## src/rtl/cpc_mem_pkg.sv

```systemverilog
// Shared SRAM arbiter types: sequencer states, requester ids and a priority helper.
// Combinational only; no latency or backpressure of its own.
package cpc_mem_pkg;

  typedef enum logic [1:0] {
    ST_IDLE,
    ST_SETUP,
    ST_STROBE,
    ST_RECOVER
  } state_t;

  localparam int RQ_VID  = 0;
  localparam int RQ_CPU  = 1;
  localparam int RQ_BOOT = 2;
  localparam int NUM_RQ  = 3;

  typedef logic [NUM_RQ-1:0] rq_vec_t;

  localparam rq_vec_t BOOT_ONLY = rq_vec_t'(1 << RQ_BOOT);

  // Isolate the lowest set bit; bit 0 is the highest priority requester.
  function automatic rq_vec_t first_one(input rq_vec_t v);
    return v & (~v + rq_vec_t'(1));
  endfunction

endpackage

```

## src/rtl/sram_arbiter_if.sv

```systemverilog
// Requester handshakes (req held until 1-cycle ack) plus the SRAM pin bundle.
// master = requester/pad side, slave = arbiter side.
interface sram_arbiter_if #(
  parameter int ADDR_W = 21,
  parameter int DATA_W = 8
);
  logic              vid_req;
  logic [ADDR_W-1:0] vid_addr;
  logic              vid_ack;
  logic [DATA_W-1:0] vid_data;

  logic              cpu_req;
  logic              cpu_we;
  logic [ADDR_W-1:0] cpu_addr;
  logic [DATA_W-1:0] cpu_din;
  logic              cpu_ack;
  logic [DATA_W-1:0] cpu_dout;

  logic              boot_req;
  logic [ADDR_W-1:0] boot_addr;
  logic [DATA_W-1:0] boot_data;
  logic              boot_ack;

  logic [ADDR_W-1:0] sram_addr;
  logic [DATA_W-1:0] sram_dout;
  logic [DATA_W-1:0] sram_din;
  logic              sram_oe;
  logic              sram_we_n;

  modport master (
    output vid_req, vid_addr, cpu_req, cpu_we, cpu_addr, cpu_din,
    output boot_req, boot_addr, boot_data, sram_din,
    input  vid_ack, vid_data, cpu_ack, cpu_dout, boot_ack,
    input  sram_addr, sram_dout, sram_oe, sram_we_n
  );

  modport slave (
    input  vid_req, vid_addr, cpu_req, cpu_we, cpu_addr, cpu_din,
    input  boot_req, boot_addr, boot_data, sram_din,
    output vid_ack, vid_data, cpu_ack, cpu_dout, boot_ack,
    output sram_addr, sram_dout, sram_oe, sram_we_n
  );
endinterface

```

## src/rtl/sram_prio_arb.sv

```systemverilog
// Fixed-priority grant vid > cpu > boot; before boot_done only boot may win.
// Combinational, zero latency; ungranted requests simply stay pending.
module sram_prio_arb
  import cpc_mem_pkg::*;
(
  input  rq_vec_t req,
  input  rq_vec_t mask,
  input  logic    boot_done,
  output rq_vec_t gnt,
  output logic    vld
);

  rq_vec_t elig;

  always_comb begin
    elig = req & ~mask;
    if (!boot_done) elig = elig & BOOT_ONLY;
    gnt = first_one(elig);
    vld = |elig;
  end

endmodule

```

## src/rtl/sram_arbiter.sv

```systemverilog
// Serialises video/CPU/boot requesters onto one SRAM via SETUP/STROBE/RECOVER.
// Ack ACC_CYC+2 cycles after the grant edge; losers hold req until served.
module sram_arbiter
  import cpc_mem_pkg::*;
#(
  parameter int ADDR_W  = 21,
  parameter int DATA_W  = 8,
  parameter int ACC_CYC = 2
) (
  input  logic          clk,
  input  logic          reset_n,
  input  logic          boot_done,
  output logic          busy,
  sram_arbiter_if.slave bus
);

  localparam logic [3:0] ACC_LD = 4'(ACC_CYC);

  state_t            state, state_nxt;
  logic [3:0]        cnt;
  rq_vec_t           lat_id, mask, gnt;
  logic              gnt_vld, load;
  logic [ADDR_W-1:0] lat_addr, sel_addr;
  logic [DATA_W-1:0] lat_data, sel_data;
  logic              lat_we, sel_we;

  // Only the requester just served is masked, and only while its req is still up.
  assign mask = (state == ST_RECOVER) ? lat_id : '0;

  sram_prio_arb u_arb (
    .req       ({bus.boot_req, bus.cpu_req, bus.vid_req}),
    .mask      (mask),
    .boot_done (boot_done),
    .gnt       (gnt),
    .vld       (gnt_vld)
  );

  always_comb begin
    sel_addr = bus.boot_addr;
    sel_data = bus.boot_data;
    sel_we   = 1'b1;
    if (gnt[RQ_VID]) begin
      sel_addr = bus.vid_addr;
      sel_data = '0;
      sel_we   = 1'b0;
    end else if (gnt[RQ_CPU]) begin
      sel_addr = bus.cpu_addr;
      sel_data = bus.cpu_din;
      sel_we   = bus.cpu_we;
    end
  end

  always_comb begin
    state_nxt     = state;
    load          = 1'b0;
    bus.vid_ack   = 1'b0;
    bus.cpu_ack   = 1'b0;
    bus.boot_ack  = 1'b0;
    bus.sram_we_n = 1'b1;
    bus.sram_oe   = 1'b0;
    case (state)
      ST_IDLE: begin
        if (gnt_vld) begin
          state_nxt = ST_SETUP;
          load      = 1'b1;
        end
      end
      ST_SETUP: begin
        bus.sram_oe = lat_we;
        state_nxt   = ST_STROBE;
      end
      ST_STROBE: begin
        bus.sram_oe   = lat_we;
        bus.sram_we_n = !lat_we;
        if (cnt <= 4'd1) state_nxt = ST_RECOVER;
      end
      ST_RECOVER: begin
        bus.sram_oe  = lat_we;
        bus.vid_ack  = lat_id[RQ_VID];
        bus.cpu_ack  = lat_id[RQ_CPU];
        bus.boot_ack = lat_id[RQ_BOOT];
        if (gnt_vld) begin
          state_nxt = ST_SETUP;
          load      = 1'b1;
        end else begin
          state_nxt = ST_IDLE;
        end
      end
      default: state_nxt = ST_IDLE;
    endcase
  end

  always_ff @(posedge clk or negedge reset_n) begin
    if (!reset_n) begin
      state        <= ST_IDLE;
      cnt          <= '0;
      lat_id       <= '0;
      lat_addr     <= '0;
      lat_data     <= '0;
      lat_we       <= 1'b0;
      bus.vid_data <= '0;
      bus.cpu_dout <= '0;
    end else begin
      state <= state_nxt;
      if (load) begin
        lat_id   <= gnt;
        lat_addr <= sel_addr;
        lat_data <= sel_data;
        lat_we   <= sel_we;
      end
      if (state == ST_SETUP) cnt <= ACC_LD;
      else if (state == ST_STROBE && cnt != 4'd0) cnt <= cnt - 4'd1;
      // Read data is captured at the close of the final strobe cycle.
      if (state == ST_STROBE && cnt <= 4'd1 && !lat_we) begin
        if (lat_id[RQ_VID]) bus.vid_data <= bus.sram_din;
        if (lat_id[RQ_CPU]) bus.cpu_dout <= bus.sram_din;
      end
    end
  end

  assign bus.sram_addr = lat_addr;
  assign bus.sram_dout = bus.sram_oe ? lat_data : '0;
  assign busy          = (state != ST_IDLE);

endmodule

```

## src/flat_wrapper.sv

```systemverilog
// flat-port wrapper written by rule: the top's interface ports become plain ports
module sram_arbiter_flat import cpc_mem_pkg::*;
#(
  parameter int ADDR_W  = 21,
  parameter int DATA_W  = 8,
  parameter int ACC_CYC = 2
)
  (clk, reset_n, boot_done, busy, bus_vid_req, bus_vid_addr, bus_cpu_req, bus_cpu_we, bus_cpu_addr, bus_cpu_din, bus_boot_req, bus_boot_addr, bus_boot_data, bus_sram_din, bus_vid_ack, bus_vid_data, bus_cpu_ack, bus_cpu_dout, bus_boot_ack, bus_sram_addr, bus_sram_dout, bus_sram_oe, bus_sram_we_n);
  sram_arbiter_if #(.ADDR_W(ADDR_W), .DATA_W(DATA_W)) bus_i ();
  input  logic clk;
  input  logic reset_n;
  input  logic boot_done;
  output logic busy;
  input wire logic [$bits(bus_i.vid_req)-1:0] bus_vid_req;
  input wire logic [$bits(bus_i.vid_addr)-1:0] bus_vid_addr;
  input wire logic [$bits(bus_i.cpu_req)-1:0] bus_cpu_req;
  input wire logic [$bits(bus_i.cpu_we)-1:0] bus_cpu_we;
  input wire logic [$bits(bus_i.cpu_addr)-1:0] bus_cpu_addr;
  input wire logic [$bits(bus_i.cpu_din)-1:0] bus_cpu_din;
  input wire logic [$bits(bus_i.boot_req)-1:0] bus_boot_req;
  input wire logic [$bits(bus_i.boot_addr)-1:0] bus_boot_addr;
  input wire logic [$bits(bus_i.boot_data)-1:0] bus_boot_data;
  input wire logic [$bits(bus_i.sram_din)-1:0] bus_sram_din;
  output wire logic [$bits(bus_i.vid_ack)-1:0] bus_vid_ack;
  output wire logic [$bits(bus_i.vid_data)-1:0] bus_vid_data;
  output wire logic [$bits(bus_i.cpu_ack)-1:0] bus_cpu_ack;
  output wire logic [$bits(bus_i.cpu_dout)-1:0] bus_cpu_dout;
  output wire logic [$bits(bus_i.boot_ack)-1:0] bus_boot_ack;
  output wire logic [$bits(bus_i.sram_addr)-1:0] bus_sram_addr;
  output wire logic [$bits(bus_i.sram_dout)-1:0] bus_sram_dout;
  output wire logic [$bits(bus_i.sram_oe)-1:0] bus_sram_oe;
  output wire logic [$bits(bus_i.sram_we_n)-1:0] bus_sram_we_n;
  assign bus_i.vid_req = bus_vid_req;
  assign bus_i.vid_addr = bus_vid_addr;
  assign bus_i.cpu_req = bus_cpu_req;
  assign bus_i.cpu_we = bus_cpu_we;
  assign bus_i.cpu_addr = bus_cpu_addr;
  assign bus_i.cpu_din = bus_cpu_din;
  assign bus_i.boot_req = bus_boot_req;
  assign bus_i.boot_addr = bus_boot_addr;
  assign bus_i.boot_data = bus_boot_data;
  assign bus_i.sram_din = bus_sram_din;
  assign bus_vid_ack = bus_i.vid_ack;
  assign bus_vid_data = bus_i.vid_data;
  assign bus_cpu_ack = bus_i.cpu_ack;
  assign bus_cpu_dout = bus_i.cpu_dout;
  assign bus_boot_ack = bus_i.boot_ack;
  assign bus_sram_addr = bus_i.sram_addr;
  assign bus_sram_dout = bus_i.sram_dout;
  assign bus_sram_oe = bus_i.sram_oe;
  assign bus_sram_we_n = bus_i.sram_we_n;
  sram_arbiter #(.ADDR_W(ADDR_W), .DATA_W(DATA_W), .ACC_CYC(ACC_CYC)) u_core (.clk(clk), .reset_n(reset_n), .boot_done(boot_done), .busy(busy), .bus(bus_i));
endmodule
```

## config.mk

```make
export PLATFORM = sky130hd
export DESIGN_NAME = sram_arbiter_flat
export DESIGN_NICKNAME = d
export VERILOG_FILES = /design/src/rtl/cpc_mem_pkg.sv /design/src/rtl/sram_arbiter_if.sv /design/src/rtl/sram_prio_arb.sv /design/src/rtl/sram_arbiter.sv /design/src/flat_wrapper.sv
export SDC_FILE = /design/constraint.sdc
export NUM_CORES = 1
export LEC_CHECK = 0
export ABC_AREA = 1
export BUFFER_PORTS_ARGS = -buffer_cell sky130_fd_sc_hd__buf_4
export CORE_MARGIN = 5
export CORE_UTILIZATION = 28
export CTS_BUF_LIST = sky130_fd_sc_hd__clkbuf_8
export DETAILED_ROUTE_END_ITERATION = 16
export GPL_ROUTABILITY_DRIVEN = 0
export GPL_TIMING_DRIVEN = 0
export HOLD_SLACK_MARGIN = 0.05
export PLACE_DENSITY = 0.56
export SYNTH_ARGS = -nofsm -noshare
export SYNTH_HDL_FRONTEND = slang
export SYNTH_SLANG_ARGS = --single-unit
```

## constraint.sdc

```tcl
create_clock -name clk -period 2.95 [get_ports clk]
set_clock_uncertainty 0.1 [all_clocks]
set_input_delay 0.4425 -clock clk [delete_from_list [all_inputs] [get_ports clk]]
set_output_delay 0.4425 -clock clk [all_outputs]
set_load 0.01 [all_outputs]
```

==> impl_results.md <==
- Outcome: finished, final reports clean
- Die W: ~120 um
- Ant. Diodes: 0
- Largest net degree at the start of global routing: 56
- Clk_lat worst skew: around 0.33 ns
- CTS resizes: 0
- Syn Inst Count: ~430
- Slew Viols, Final: 0
- Critical Path Source Type: flop
- VDD IR max: ~0.3 mV
- Worst path required time: ~2.4 ns
- Max-slew headroom: 51.8%
- Ports: ~150
- Worst Path Max Fanout: 9
- Synth Register Bits: 55
- Setup-failing EPs final: 0
- Initial drt markers: 115
- Setup Buffers After CTS: 0
- Sw Pwr: approximately 1.7 mW
- Minimum clock period: between 2 and 2.5 ns
- EDFF count, synth: 0
- H-tree levels: 2
- Switching Fraction: 43.0%
- Leakage: approximately 2.6 nW
- Pwr/cell area: slightly below 900 nW/um2
- Layout cell share with drive strength beyond 1: ~31%
- Global-route wire length before repair: approximately 15000 um
- RSZ-0062 raised after global routing: false
- CTS root buf: clkbuf_8
- Avg Inst Size Synth: approximately 7 um2
- Max cap viols: 0
- Initial antenna violation count: 0
- Register area: roughly 1400 um2
- Clock share of power: about an eighth
- Worst r2r dst: u_core.bus.sram_addr[17]$_DFFE_PN0P_
- Sequential area share after synthesis: between 40% and 50%
- Primary FF master, synth: dfrtp_1
- Detailed Place HPWL: about 7700 um
- Sink Count: 55
- Total Routing Usage GR: between 10% and 20%
- Part of the power in registers: between 30 and 40%
- Post-synth ARST share: between 90% and 100%
- Die ar.: approximately 13000 um2
- Reg2Reg Setup Slack: roughly 1 ns
- Core ar.: ~11000 um2
- Area occupied by multi-input gates: approximately 1400 um2
- Final nets: 686
- Starting density of the core: 28.7%
- Synthesis Warnings: 0
- Synthesized Nets: 535
- # fillers: between 1000 and 1500
- Setup Slack @ Placement: roughly 1.1 ns
- First-pass DRT Iterations: 4
- Commonest non-fill, non-tap cells in the layout: nand2_1 (197), buf_4 (148), inv_1 (57)
- CTS tree: done
- Commonest non-fill, non-tap cell in the layout: nand2_1
- PortBufs: about 140
- Via count: between 3000 and 4000
- Drc violations: 0
- Clk buf depth: 2
- Number of global-route vias before repair: between 3000 and 4000
- Cell area after synthesis: between 3000 and 4000 um2
- Routed length per instance: between 10 and 15 um
- Max frequency: ~450 MHz
- Post-route clock period utilization: ~75%
- Worst-Margin Slew: 0.723 ns
- Grt total ovfl: 0
- Crit Path Category: reg -> out
- Comb pwr share: between 50% and 60%
- Worst Slack Setup Final: ~0.73 ns
- FP Rows: 38
- Worst Path Arrival: around 1.7 ns
- Register-to-Register Path Depth: 8
- Cts bufs inserted: 5
- Worst Setup End Kind: output port
- Netlist cell types: 24
- TNS Setup: 0 ns
- Min-Delay Path Class: in -> async
- Cts hold-fix bufs: 0
- Crit Reg-Reg Startpoint: u_core.state[0]$_DFFE_PN0P_
- Die Span Y: around 120 um
- Clock slew at reported path FFs: ~0.11 ns
- Final Hold Fails: 0
- DRT Wirelength: slightly below 10000 um
- Vias per std cell: between 4 and 5
- Cell Int Power: around 2.2 mW
- Area Growth Syn to Fin: 43.5%
- ANT nets after route: 0
==> metal layers <==
| metal | vias up | wire [um] | global-route usage (%) |
|---|---|---|---|
| li1 | 1612 | - | - |
| met3 | 8 | 598 | 2.87 |
| met4 | 0 | 110 | 3.99 |
| met2 | 80 | 4670 | 23.8 |
| met5 | - | 0 | 0 |
| met1 | 1435 | 4300 | 19.0 |
==> power groups by stage <==
| stage | sequential, mW | combinational (mW) | clock, mW |
|---|---|---|---|
| floorplan | 1.42 | 1.09 | 0 |
| global placement | 1.33 | 2.10 | 0 |
| detailed placement | 1.34 | 2.14 | 0 |
| CTS | 1.33 | 2.14 | 0.503 |
| global route | 1.37 | 2.35 | 0.530 |
| finish | 1.33 | 2.08 | 0.473 |
==> Yosys cell counts, types with 3 or more instances <==
master / instances / area share, %
inv_1: 57 / 6.9
nand2_4: 4 / 1.4
o21ai_0: 33 / 5.3
buf_2: 9 / 1.4
ha_1: 8 / 3.2
nand3b_1: 9 / 2.2
dfrtp_1: 55 / 44
nor2_1: 16 / 1.9
nand3_1: 19 / 3.0
nand2_1: 197 / 24
buf_4: 4 / 0.96
nand4_1: 3 / 0.60
==> layout make-up <==
cell class,count,share of cell area [%]
Timing Repair Buffer,144,24.1
Inverter,60,5.14
Clock buffer,6,1.84
Sequential cell,55,30.7
Tap cell,140,3.91
Clock inverter,2,0.447
Multi-Input combinational cell,303,31.6
Buffer,15,2.26
==> worst max-delay path, stage by stage (launching register included) <==
cell and delay (ns):
dfrtp_1 0.45, inv_1 0.11, ha_1 0.20, inv_1 0.06, nand2_1 0.20, nor2_1 0.19, buf_4 0.14
==> through the flow <==
step / instances / total power, mW / cell area (um2) / utilization [%] / hold slack, ns
final: 725 / 3.89 / 4480 / 41.2 / 0.0626
after global routing: 725 / 4.25 / 4480 / 41.2 / 0.117
after CTS: 725 / 3.97 / 4480 / 41.2 / 0.0819
after detailed placement: 717 / 3.48 / 4380 / 40.2 / 0.371
after global placement: 717 / 3.44 / 4380 / 40.2 / 0.365
after floorplan: 433 / 2.51 / 3120 / - / 0.0469
==> worst max-delay path by stage <==
stage	startpoint	to	depth (start not counted)
after floorplan	u_core.state[0]$_DFFE_PN0P_	u_core.bus.sram_addr[10]$_DFFE_PN0P_	11
after global placement	u_core.state[0]$_DFFE_PN0P_	u_core.bus.sram_addr[10]$_DFFE_PN0P_	9
after detailed placement	u_core.state[0]$_DFFE_PN0P_	u_core.bus.sram_addr[19]$_DFFE_PN0P_	9
after CTS	u_core.state[0]$_DFFE_PN0P_	bus_sram_dout[7]	6
after global routing	u_core.state[0]$_DFFE_PN0P_	bus_sram_dout[7]	6
final	u_core.state[0]$_DFFE_PN0P_	bus_sram_dout[2]	6
==> logic make-up after synthesis <==
group                      synth area share (%)
AOI/OAI and AO/OA                          6.17
adders and majority gates                  3.21
buffers and inverters                      10.6
DFF                                        44.1
and+or+nand+nor                            35.9
==> sequential cells by signal, summed over array words and instances (netlist names) <==
name / cells
u_core.lat_id: 3
u_core.cnt: 4
u_core.state: 2
u_core.bus.cpu_dout: 8
u_core.lat_data: 8
u_core.bus.vid_data: 8
u_core.bus.sram_addr: 21
u_core.lat_we: 1
Power figures use the tool's default switching activity.
